<file path="src/rtl/current_decimator_if.sv">
// Output stream of the current decimator: FIFO head word with valid/ready handshake.
interface current_decimator_if;
    logic [15:0] pDataOut;
    logic        pDataValid;
    logic        pDataReady;

    modport master (
        output pDataOut,
        output pDataValid,
        input  pDataReady
    );

    modport slave (
        input  pDataOut,
        input  pDataValid,
        output pDataReady
    );
endinterface

</file>
<file path="src/rtl/current_decimator.sv">
// Block-averaging decimator for a free-running current stream, buffered through a small FIFO
// with a sticky overflow flag.
module current_decimator #(
    parameter int unsigned DECIM_LOG2 = 4,
    parameter int unsigned SETTLE     = 24,
    parameter int unsigned FIFO_DEPTH = 8
) (
    input  logic                          pClk,
    input  logic                          pRst,
    input  logic [15:0]                   pDataIn,
    current_decimator_if.master           out_if,
    output logic                          pOverflow,
    output logic [$clog2(FIFO_DEPTH):0]   pFifoCount
);

    localparam int unsigned AccW  = 16 + DECIM_LOG2;
    localparam int unsigned PtrW  = $clog2(FIFO_DEPTH);
    localparam int unsigned CntW  = PtrW + 1;
    localparam int unsigned SetW  = (SETTLE > 1) ? $clog2(SETTLE) : 1;
    localparam int unsigned SetLast = (SETTLE > 0) ? SETTLE - 1 : 0;

    typedef enum logic {StWarmup, StRun} state_e;

    // A zero settle time skips warmup entirely.
    localparam state_e StReset = (SETTLE == 0) ? StRun : StWarmup;

    state_e                state_q, state_d;
    logic [SetW-1:0]       settle_q, settle_d;
    logic [DECIM_LOG2-1:0] phase_q, phase_d;
    logic [AccW-1:0]       acc_q, acc_d;
    logic [AccW-1:0]       sum;
    logic                  push;
    logic [15:0]           push_data;

    logic [15:0]           mem_q [FIFO_DEPTH];
    logic [PtrW-1:0]       wptr_q, wptr_d;
    logic [PtrW-1:0]       rptr_q, rptr_d;
    logic [CntW-1:0]       count_q, count_d;
    logic                  ovf_q, ovf_d;
    logic                  full, empty, pop, wr_en;

    // Decimation controller.
    always_comb begin
        state_d   = state_q;
        settle_d  = settle_q;
        phase_d   = phase_q;
        acc_d     = acc_q;
        push      = 1'b0;
        sum       = acc_q + AccW'(pDataIn);
        push_data = sum[AccW-1:DECIM_LOG2];
        unique case (state_q)
            StWarmup: begin
                if (settle_q == SetW'(SetLast)) begin
                    state_d  = StRun;
                    settle_d = '0;
                end else begin
                    settle_d = settle_q + SetW'(1);
                end
            end
            StRun: begin
                phase_d = phase_q + DECIM_LOG2'(1);
                acc_d   = (phase_q == '0) ? AccW'(pDataIn) : sum;
                push    = (phase_q == '1);
            end
            default: state_d = StReset;
        endcase
    end

    always_ff @(posedge pClk) begin
        if (!pRst) begin
            state_q  <= StReset;
            settle_q <= '0;
            phase_q  <= '0;
            acc_q    <= '0;
        end else begin
            state_q  <= state_d;
            settle_q <= settle_d;
            phase_q  <= phase_d;
            acc_q    <= acc_d;
        end
    end

    // Output FIFO; a pop frees the slot a same-edge push needs when full.
    always_comb begin
        full    = (count_q == CntW'(FIFO_DEPTH));
        empty   = (count_q == '0);
        pop     = !empty && out_if.pDataReady;
        wr_en   = push && (!full || pop);
        wptr_d  = wr_en ? wptr_q + PtrW'(1) : wptr_q;
        rptr_d  = pop ? rptr_q + PtrW'(1) : rptr_q;
        count_d = count_q;
        if (wr_en && !pop) begin
            count_d = count_q + CntW'(1);
        end else if (pop && !wr_en) begin
            count_d = count_q - CntW'(1);
        end
        ovf_d   = ovf_q || (push && !wr_en);
    end

    always_ff @(posedge pClk) begin
        if (!pRst) begin
            wptr_q  <= '0;
            rptr_q  <= '0;
            count_q <= '0;
            ovf_q   <= 1'b0;
        end else begin
            wptr_q  <= wptr_d;
            rptr_q  <= rptr_d;
            count_q <= count_d;
            ovf_q   <= ovf_d;
        end
    end

    always_ff @(posedge pClk) begin
        if (pRst && wr_en) begin
            mem_q[wptr_q] <= push_data;
        end
    end

    assign out_if.pDataOut   = mem_q[rptr_q];
    assign out_if.pDataValid = !empty;
    assign pOverflow         = ovf_q;
    assign pFifoCount        = count_q;

endmodule
</file>
<file path="src/flat_wrapper.sv">
// flat-port wrapper written by rule: the top's interface ports become plain ports
module current_decimator_flat 
#(
    parameter int unsigned DECIM_LOG2 = 4,
    parameter int unsigned SETTLE     = 24,
    parameter int unsigned FIFO_DEPTH = 8
)
  (pClk, pRst, pDataIn, pOverflow, pFifoCount, out_if_pDataOut, out_if_pDataValid, out_if_pDataReady);
  current_decimator_if out_if_i ();
  input  logic pClk;
  input  logic pRst;
  input  logic [15:0] pDataIn;
  output logic pOverflow;
  output logic [$clog2(FIFO_DEPTH):0] pFifoCount;
  output wire logic [$bits(out_if_i.pDataOut)-1:0] out_if_pDataOut;
  output wire logic [$bits(out_if_i.pDataValid)-1:0] out_if_pDataValid;
  input wire logic [$bits(out_if_i.pDataReady)-1:0] out_if_pDataReady;
  assign out_if_pDataOut = out_if_i.pDataOut;
  assign out_if_pDataValid = out_if_i.pDataValid;
  assign out_if_i.pDataReady = out_if_pDataReady;
  current_decimator #(.DECIM_LOG2(DECIM_LOG2), .SETTLE(SETTLE), .FIFO_DEPTH(FIFO_DEPTH)) u_core (.pClk(pClk), .pRst(pRst), .pDataIn(pDataIn), .out_if(out_if_i), .pOverflow(pOverflow), .pFifoCount(pFifoCount));
endmodule
</file>
<file path="config.mk">
export PLATFORM = sky130hd
export DESIGN_NAME = current_decimator_flat
export DESIGN_NICKNAME = d
export VERILOG_FILES = /design/src/rtl/current_decimator_if.sv /design/src/rtl/current_decimator.sv /design/src/flat_wrapper.sv
export SDC_FILE = /design/constraint.sdc
export NUM_CORES = 1
export LEC_CHECK = 0
export BUFFER_PORTS_ARGS = -buffer_cell sky130_fd_sc_hd__clkbuf_2
export CAP_MARGIN = 40
export CELL_PAD_IN_SITES_DETAIL_PLACEMENT = 1
export CELL_PAD_IN_SITES_GLOBAL_PLACEMENT = 1
export CORE_MARGIN = 3
export CORE_UTILIZATION = 43
export CTS_BUF_LIST = sky130_fd_sc_hd__clkbuf_2 sky130_fd_sc_hd__clkbuf_4 sky130_fd_sc_hd__clkbuf_8
export CTS_CLUSTER_SIZE = 16
export DETAILED_ROUTE_END_ITERATION = 6
export PLACE_DENSITY = 0.67
export REMOVE_ABC_BUFFERS = 1
export SYNTH_ARGS = -nofsm -noshare
export SYNTH_HDL_FRONTEND = slang
export SYNTH_SLANG_ARGS = --single-unit
</file>
<file path="constraint.sdc">
create_clock -name pClk -period 5.1 [get_ports pClk]
set_clock_uncertainty 0.2 [all_clocks]
set_input_delay 0 -clock pClk [delete_from_list [all_inputs] [get_ports pClk]]
set_output_delay 0 -clock pClk [all_outputs]
set_load 0.02 [all_outputs]
</file>
; ---- After elaboration in Yosys (flattened, before gate mapping)
; Memories as Yosys holds them, arrays and structs flattened. A register that Yosys moved wholly into a read port is not among the register bits.
; Cells that the tools add are included.
[op_classes]
add_sub_neg = 7
n_eq_ne = 3
mux = 11
n_reduce_logical = 15
[op_table]
columns = op, n
row1 = $add 20x16->20, 1
row2 = $mux 20, 1
row3 = $add 4x1->4 const B, 2
row4 = $eq 4x4->1 const B, 2
row5 = $logic_not 4->1, 2
row6 = $mux 4, 2
row7 = $add 3x1->3 const B, 2
row8 = $logic_and 1x1->1, 6
row9 = $mux 3, 2
row10 = $add 5x1->5 const B, 1
row11 = $eq 5x5->1 const B, 1
row12 = $mux 1, 5
row13 = $mux 5, 1
row14 = $logic_not 1->1, 4
row15 = $sub 4x1->4 const B, 1
row16 = $logic_or 1x1->1, 2
row17 = $reduce_bool 2->1, 1
[word_totals]
register_bits = 41
mem_bits_rw = 128
inputBits = 19
output_inout_bits = 22
word_cells = 45
n_memories = 1
[mem_list]
columns = name, words, word_bits, read_ports, rd_ports_with_merged_regs, write_ports, line_no
row1 = u_core.mem_q, 8, 16, 1, 1, 1, current_decimator.sv:35  ; logic [15:0] mem_q [FIFO_DEPTH];

; ---- Longest topological paths before layout
; Gate-level depths: netlist of the first run.
[logic_depth]
ltp_word = 9
ltp_mapped = 12
depth_no_buf = 11

; ---- Worst setup path before layout of the first run
; Ideal clock, no wire load.
[synth_path]
kind = register -> register
from = reg u_core.count_q[0], in the netlist u_core.pFifoCount[0]
to = mem u_core.mem_q[0][0], enable pin
setup_time_ps = 430
arrival_time_ps = 2802
required_time_ps = 4470
slack_ps = 1668
stages_incl_launch_ff = 7
path_cell_list = dfxtp_1 -> nor3_1 -> nand3b_1 -> nor2b_1 -> clkbuf_1 -> nand2b_1 -> nor4_1
[synth_between]
elab_chain_len = 8
word_cells_on_any_way = 10
classes_between = eq/ne: 1 / mux: 2 / reduce/logical: 7
[synth_lines]
columns = item, line_no
row1 = from (decl), current_decimator.sv:38  ; logic [CntW-1:0] count_q, count_d;
row2 = from (signal assigned), current_decimator.sv:109  ; count_q <= count_d;
row3 = $logic_not 4->1, current_decimator.sv:86  ; empty = (count_q == '0);
row4 = $logic_not 1->1, current_decimator.sv:87  ; pop = !empty && out_if.pDataReady;
row5 = $logic_and 1x1->1, current_decimator.sv:87
row6 = $logic_or 1x1->1 *, current_decimator.sv:88  ; wr_en = push && (!full || pop);
row7 = $logic_and 1x1->1 *, current_decimator.sv:88
row8 = $logic_and 1x1->1 *, current_decimator.sv:115  ; if (pRst && wr_en) begin
row9 = $mux 1 *, current_decimator.sv:115
row10 = $mux 1 (not written as such) *, current_decimator.sv:116  ; mem_q[wptr_q] <= push_data;
row11 = to (decl), current_decimator.sv:35
; Mark *: on every way between the ends. The rest lies on a longest branch, timed or not.

; ---- Worst setup path after layout of the first run
[layout_path]
from = reg u_core.acc_q[1]
to = reg u_core.acc_q[11]
[layout_between]
elab_chain_len = 2
[layout_lines]
columns = item, line_no
row1 = from (decl), current_decimator.sv:30  ; logic [AccW-1:0] acc_q, acc_d;
row2 = from (signal assigned), current_decimator.sv:74  ; acc_q <= '0;
row3 = from (signal assigned), current_decimator.sv:79  ; acc_q <= acc_d;
row4 = $add 20x16->20, current_decimator.sv:49  ; sum = acc_q + AccW'(pDataIn);
row5 = via u_core.sum[11], current_decimator.sv:31  ; logic [AccW-1:0] sum;
row6 = $mux 20, current_decimator.sv:62  ; acc_d = (phase_q == '0) ? AccW'(pDataIn) : sum;
; The timed path passes the listed nets, and every way through them passes these cells.
; A chain may end at the register's enable or synchronous reset.

==> out/results.ini, run 1 <==
[status]
run_status = finished, final reports clean

[setup_path]
critPathRequiredTime_ps = 5300
end_kind = flop
start_kind = flop
r2r_slack_ps = 1650
crit_fanout = 9
critPathArrivalTime_ps = 3650
criticalPathCategory = reg2reg
crit_start = u_core.acc_q[1]
r2r-start = u_core.acc_q[1]

[sta]
slew_violations = 0
rsz0062_at_grt = false
worstMarginPinSlew_ps = 923.5
post-route-min-period_ps = 3445
finalCritPeriodShare_pct = 67.56
setup_tns_ps = 0
worst_slack_ps = 1655
hold_viol = 0
fmax_mhz = 290.2
slew_headroom_pct = 37.99
setup_violations = 0

[pwr]
p_leak_nw = 3.163
fin_total_pwr_w = 0.003084
ir_worst_vdd_mv = 0.1564
cellPowerDensity_nw_per_um2 = 344.6

[clocking]
cts_tree = done
clockBufferDepth = 2
clock-sinks = 172
cts-root-buf = clkbuf_8
numCtsBuffers = 17
insertion_delay_ps = 460
cts_setup_buffers = 0
clk_pin_slew_ps = 100
htreeDepth = 4

[layout]
drive_above_1_share_pct = 24.47
regArea_um2 = 4727
utilization_pct = 51.38
multi_input_area_um2 = 2877
nets = 645
antenna_cells = 0
stdcell_count = 838
fillers = 1739
syn2layout_area_growth_pct = 16.43

[global_routing]
grt_overflow_total = 0
grt_pass1_vias = 4936
grt_pass1_wl_um = 27050
grt.total_usage_pct = 17.77
antenna_found_initial = 0
grt_max_degree = 51

[place]
dp_cells = 779
dpl.hpwl_um = 10630
place.gp.congestion = 0.7952
io_buffers = 40
pre_cts_ws_ps = 1996

[routing]
drt-pass1-iter-count = 5
drc = 0
wirelength_um = 16440
viasPerCell = 5.568
drt_iter0_markers = 223
wl_per_cell_um = 19.62
ant_nets = 0
vias = 4666

[synthesis]
synth-edff-count = 128
synth_seq_cells = 172
synth_common_cells = 128 x edfxtp_1, 44 x dfxtp_1, 36 x nand2_1, 32 x mux4_2, 24 x ha_1
syn_area_um2 = 7686
synth-warning-count = 0
synthCells = 526
synth_ff_type = edfxtp_1
yosys.area.top_type_share_pct = 50.01
synth_cell_type_count = 57
post-synth-top-area-cell = edfxtp_1
ys_seq_area_share_pct = 61.47
synth_most_common_cell = edfxtp_1
synthArstFlopShare_pct = 0
synth.area.top_cells = edfxtp_1 50%, dfxtp_1 11%, mux4_2 9.4%
avgSynthCellArea_um2 = 14.61

[hold_path]
hold_path.class = in2reg
min_from = pDataIn[4]

[floorplanning]
start_util_pct = 44.13
fp.dieArea_um2 = 19510
die_w_um = 139.7
fp.dieH_um = 139.7
num_rows = 48
coreArea_um2 = 17420
ios = 41

[flow_run]
maxCapViolCount = 0

## registers in the layout (all words and copies together) (netlist names), named ones only
register	flops
u_core.acc_q	20
u_core.phase_q	4
u_core.pOverflow	1
u_core.rptr_q	3
u_core.mem_q	128
u_core.settle_q	5
u_core.state_q	1
u_core.pFifoCount	4
u_core.wptr_q	3
## per-layer routing
layer  wire, µm  GRT usage (%)
met5          0              0
met4        229          5.762
met3        506          3.299
met2       8323          29.98
met1       7383          23.34
## final timing paths
path,end,depth (start not counted)
worst min register to register,u_core.acc_q[0],1
worst max-delay path,u_core.acc_q[11],9
worst min-delay path,u_core.acc_q[4],5
worst max register to register,u_core.acc_q[11],9
## metrics by stage
| stage | cell area [µm²] | hold slack (ps) |
|---|---|---|
| 2_1_floorplan | 7584 | -82.50 |
| 4_1_cts | 8941 | 214.5 |
| 3_3_place_gp | 8190 | 64.23 |
| 5_1_grt | 8949 | 262.4 |
| 6_report | 8949 | 261.3 |
| 3_5_place_dp | 8225 | 88.07 |
## kinds of logic after synthesis
group	count (synthesis)	share of synthesized area, %
DFF	172	61.47
and+or+nand+nor	125	8.384
AOI/OAI and AO/OA	92	8.612
muxes	54	12.50
buffers and inverters	30	1.530
xor gates and xnor gates	27	3.077
adders and majority gates	26	4.428
## layout make-up
class | count | area share, %
multi-input cells | 324 | 32.14
clock inverters | 15 | 2.475
well taps | 225 | 3.146
flip-flops and latches | 172 | 52.82
repair buffers | 81 | 6.628
inverters | 4 | 0.1678
clock buffers | 17 | 2.615
## power breakdown
part           internal [W]  total (W)  switching [W]
Clock              0.000553    0.00108       0.000528
Combinational      0.000226   0.000454       0.000228
Sequential          0.00151    0.00155      0.0000353
Total               0.00229    0.00308       0.000792
## what timing repair did
item | in CTS | in global routing
setup endpoints to repair | 0 | 0
hold buffers | 26 | 0
endpoints found under the hold margin | 41 | 0
resized for setup | 0 | 0
## placed cells by master (no fill, tap or decap), drive strengths merged, types with 12 or more instances in the layout
cell type and instances:
a21oi 13, and2 16, mux4 32, nor2 15, o21ai 20, buf 14
dfxtp 44, clkbuf 58, inv 12, dlygate4sd3 26, mux2 16, xnor2 21
edfxtp 128, ha 24, nand2 36
## critical path, cell delays in order (launching register included)
cell and delay, ps:
dfxtp_1 390, ha_1 270, a211oi_2 230, o21bai_1 150, a21o_1 200, a221o_2 450
xor2_1 590, nand2_1 160, a31oi_1 200, dlygate4sd3_1 550
(Power assumes the default switching activity.)
==> inputs of run 2 (changes only) <==
- clock period: 5.1 -> 3.45 ns (I/O delays scaled with it)
==> run 2 against run 1 <==
Global-route usage down 0.54 points. Clock power up 25%. Critical path depth unchanged. Setup slack lost 1200 ps. Core utilization decreased by 0.68 points. Non-clock buffer count fell by 2. Register-to-register slack worse by 1200 ps. Sequential share of layout area up 0.69 points. Wire length fell by 2.3%. Count of clock-buffer cells in the layout did not move. Largest power group unchanged.
==> out/results.ini, run 2 (synthesis gave the netlist of run 1 again) <==
[status]
run_status = finished, final reports clean

[layout]
top_register = u_core.mem_q
nets = 643  ; -0.31%
antenna_cells = 0  ; unchanged
syn2layout_area_growth_pct = 14.90
layout_commonest_cell = edfxtp_1
final_cell_mix = 128 x edfxtp_1, 43 x dfxtp_1, 40 x clkbuf_2
final_area_um2 = 8831  ; -1.3%
largest_register_ffs = 128  ; unchanged
reg_top3 = u_core.mem_q x128, u_core.acc_q x20, u_core.settle_q x5
drive_above_1_share_pct = 25.04  ; +0.57 points

[sta]
slew_headroom_pct = 42.04  ; +4.0 points
worstMarginPinSlew_ps = 863.2  ; -60.26 ps
post-route-min-period_ps = 3038  ; -407.0 ps
hold_slack_ps = 149.0  ; -112.3 ps
fmax_mhz = 329.1  ; +13%
rsz0062_at_grt = false
hold_viol = 0  ; unchanged
slew_violations = 0  ; unchanged
setup_violations = 0  ; unchanged
finalCritPeriodShare_pct = 88.07  ; +21 points

[setup_path]
critPathArrivalTime_ps = 3030  ; -620 ps
cp_slowest_cell = fa_1
critPathRequiredTime_ps = 3440  ; -1860 ps
crit_fanout = 8  ; -1
reg2reg_depth = 9  ; unchanged
r2r-end = u_core.mem_q[2][14]
criticalPathCategory = reg2reg
start_kind = flop
r2r-start = u_core.acc_q[0]
end_kind = flop
max_stage_delay_ps = 440  ; -150 ps
crit_chain = ha_1, fa_1, a211oi_1, o21bai_1, and2_1, o21a_1, a31oi_2, nor2_1, xor2_1
r2r_slack_ps = 410  ; -1240 ps

[place]
place_area_um2 = 8249  ; +0.29%
dpl.hpwl_um = 10470  ; -1.5%
io_buffers = 40  ; unchanged
place.gp.congestion = 0.8308  ; +4.5%

[routing]
wl_per_cell_um = 19.22  ; -2.0%
viasPerCell = 5.496  ; -1.3%
drc = 0  ; unchanged
drt_iter0_markers = 188  ; -16%
drt-pass1-iter-count = 4  ; -1
ant_nets = 0  ; unchanged
wirelength_um = 16070  ; -2.3%
vias = 4595  ; -1.5%

[clocking]
htreeDepth = 4  ; unchanged
clk_pin_slew_ps = 100  ; about the same
cts_tree = done
cts-root-buf = clkbuf_8
clock-sinks = 172  ; unchanged
insertion_delay_ps = 470  ; about the same
clockBufferDepth = 2  ; unchanged
numCtsBuffers = 17  ; unchanged
cts_setup_buffers = 0  ; unchanged
cts_resized = 0  ; unchanged

[pwr]
cellPowerDensity_nw_per_um2 = 486.9  ; +41%
switchingPower_w = 0.001193  ; +51%
p_leak_nw = 3.140  ; -0.72%
ir_worst_vdd_mv = 0.2429  ; +55%
switching_share_pct = 27.74  ; +2.1 points
pwr-share-clk_pct = 31.3  ; -3.8 points
seqPwrFrac_pct = 53.4  ; +3.2 points
power.internal_w = 0.003107  ; +36%
power.share.combinational_pct = 15.4  ; +0.7 points

[hold_path]
min_from = pDataIn[6]
hold_path.class = in2reg
holdPathEnd = u_core.acc_q[6]
hold_depth = 4  ; -1

[flow_run]
maxCapViolCount = 0  ; unchanged

[floorplanning]
die_w_um = 139.7  ; unchanged
start_util_pct = 44.13  ; unchanged
num_rows = 48  ; unchanged
ios = 41  ; unchanged
coreArea_um2 = 17420  ; unchanged
fp.dieH_um = 139.7  ; unchanged
fp.dieArea_um2 = 19510  ; unchanged

[global_routing]
grt_pass1_wl_um = 26220  ; -3.1%
grt_max_degree = 51  ; unchanged
grt_pass1_vias = 4780  ; -3.2%
grt_overflow_total = 0  ; unchanged
grt.total_usage_pct = 17.24  ; -0.54 points
antenna_found_initial = 0  ; unchanged

-- run 2: cell types whose count changed in the layout (fill, tap and decap cells not counted), moves of 2 or more --
cell / previous run / this run
buf_4: 12 / 18
dlygate4sd3_1: 26 / 20
clkinv_8: 0 / 2
bufinv_16: 4 / 0
-- run 2: per-layer routing --
metal	up-vias	global-route usage, %	wire length [µm]
met3	20	3.574	633
li1	2179	-	-
met4	0	5.558	269
met1	2326	22.99	7402
met2	70	28.44	7765
met5	-	0	0
-- run 2: worst max-delay path by stage --
stage	startpoint	end	slack [ps]
floorplan	u_core.state_q	u_core.mem_q[4][0]	-590
global placement	u_core.acc_q[0]	u_core.mem_q[4][14]	550
detailed placement	u_core.acc_q[0]	u_core.mem_q[4][14]	460
CTS	u_core.acc_q[0]	u_core.mem_q[2][14]	420
global route	u_core.acc_q[1]	u_core.mem_q[3][15]	160
finish	u_core.acc_q[0]	u_core.mem_q[2][14]	410
-- run 2: cell type report --
class                      instances  area (µm²)
clock inverter                    15       147.6
fill                            1740        8586
tap                              225       281.5
sequential                       172        4726
clock buffer                      17       234.0
multi-input combinational        324        2877
inverter                           4       15.01
timing repair buffer              79       550.5
-- run 2: stage by stage --
stage / total power [W] / setup TNS (ps) / setup slack [ps] / cells / utilization, %
floorplan: 0.002806 / -28930 / -591.4 / 500 / -
global placement: 0.002984 / 0 / 553.8 / 783 / 47.28
detailed placement: 0.003001 / 0 / 458.7 / 784 / 47.36
CTS: 0.004365 / 0 / 423.2 / 836 / 50.70
global route: 0.004492 / 0 / 163.1 / 836 / 50.70
finish: 0.004299 / 0 / 411.6 / 836 / 50.70
-- run 2: power groups by stage --
stage                     Combinational [W]  Sequential [W]  Clock [W]
final                              0.000660         0.00229    0.00135
after global routing               0.000721         0.00230    0.00147
after CTS                          0.000675         0.00230    0.00139
after detailed placement           0.000656         0.00235          0
after global placement             0.000640         0.00234          0
after floorplan                    0.000422         0.00238          0
-- run 2: critical path, delay by kind of cell, from the launching register on --
family | cells | cell delay, ps
AND/OR/NAND/NOR | 2 | 280
adder cells (fa/ha/maj) | 2 | 670
XOR/XNOR | 1 | 440
AO/OA/AOI/OAI | 4 | 850
flip-flops | 1 | 330
-- run 2: repair_timing --
item,4_1_cts,5_1_grt
hold endpoints to repair,29,0
endpoints found under the setup margin,0,0
hold buffers,20,0
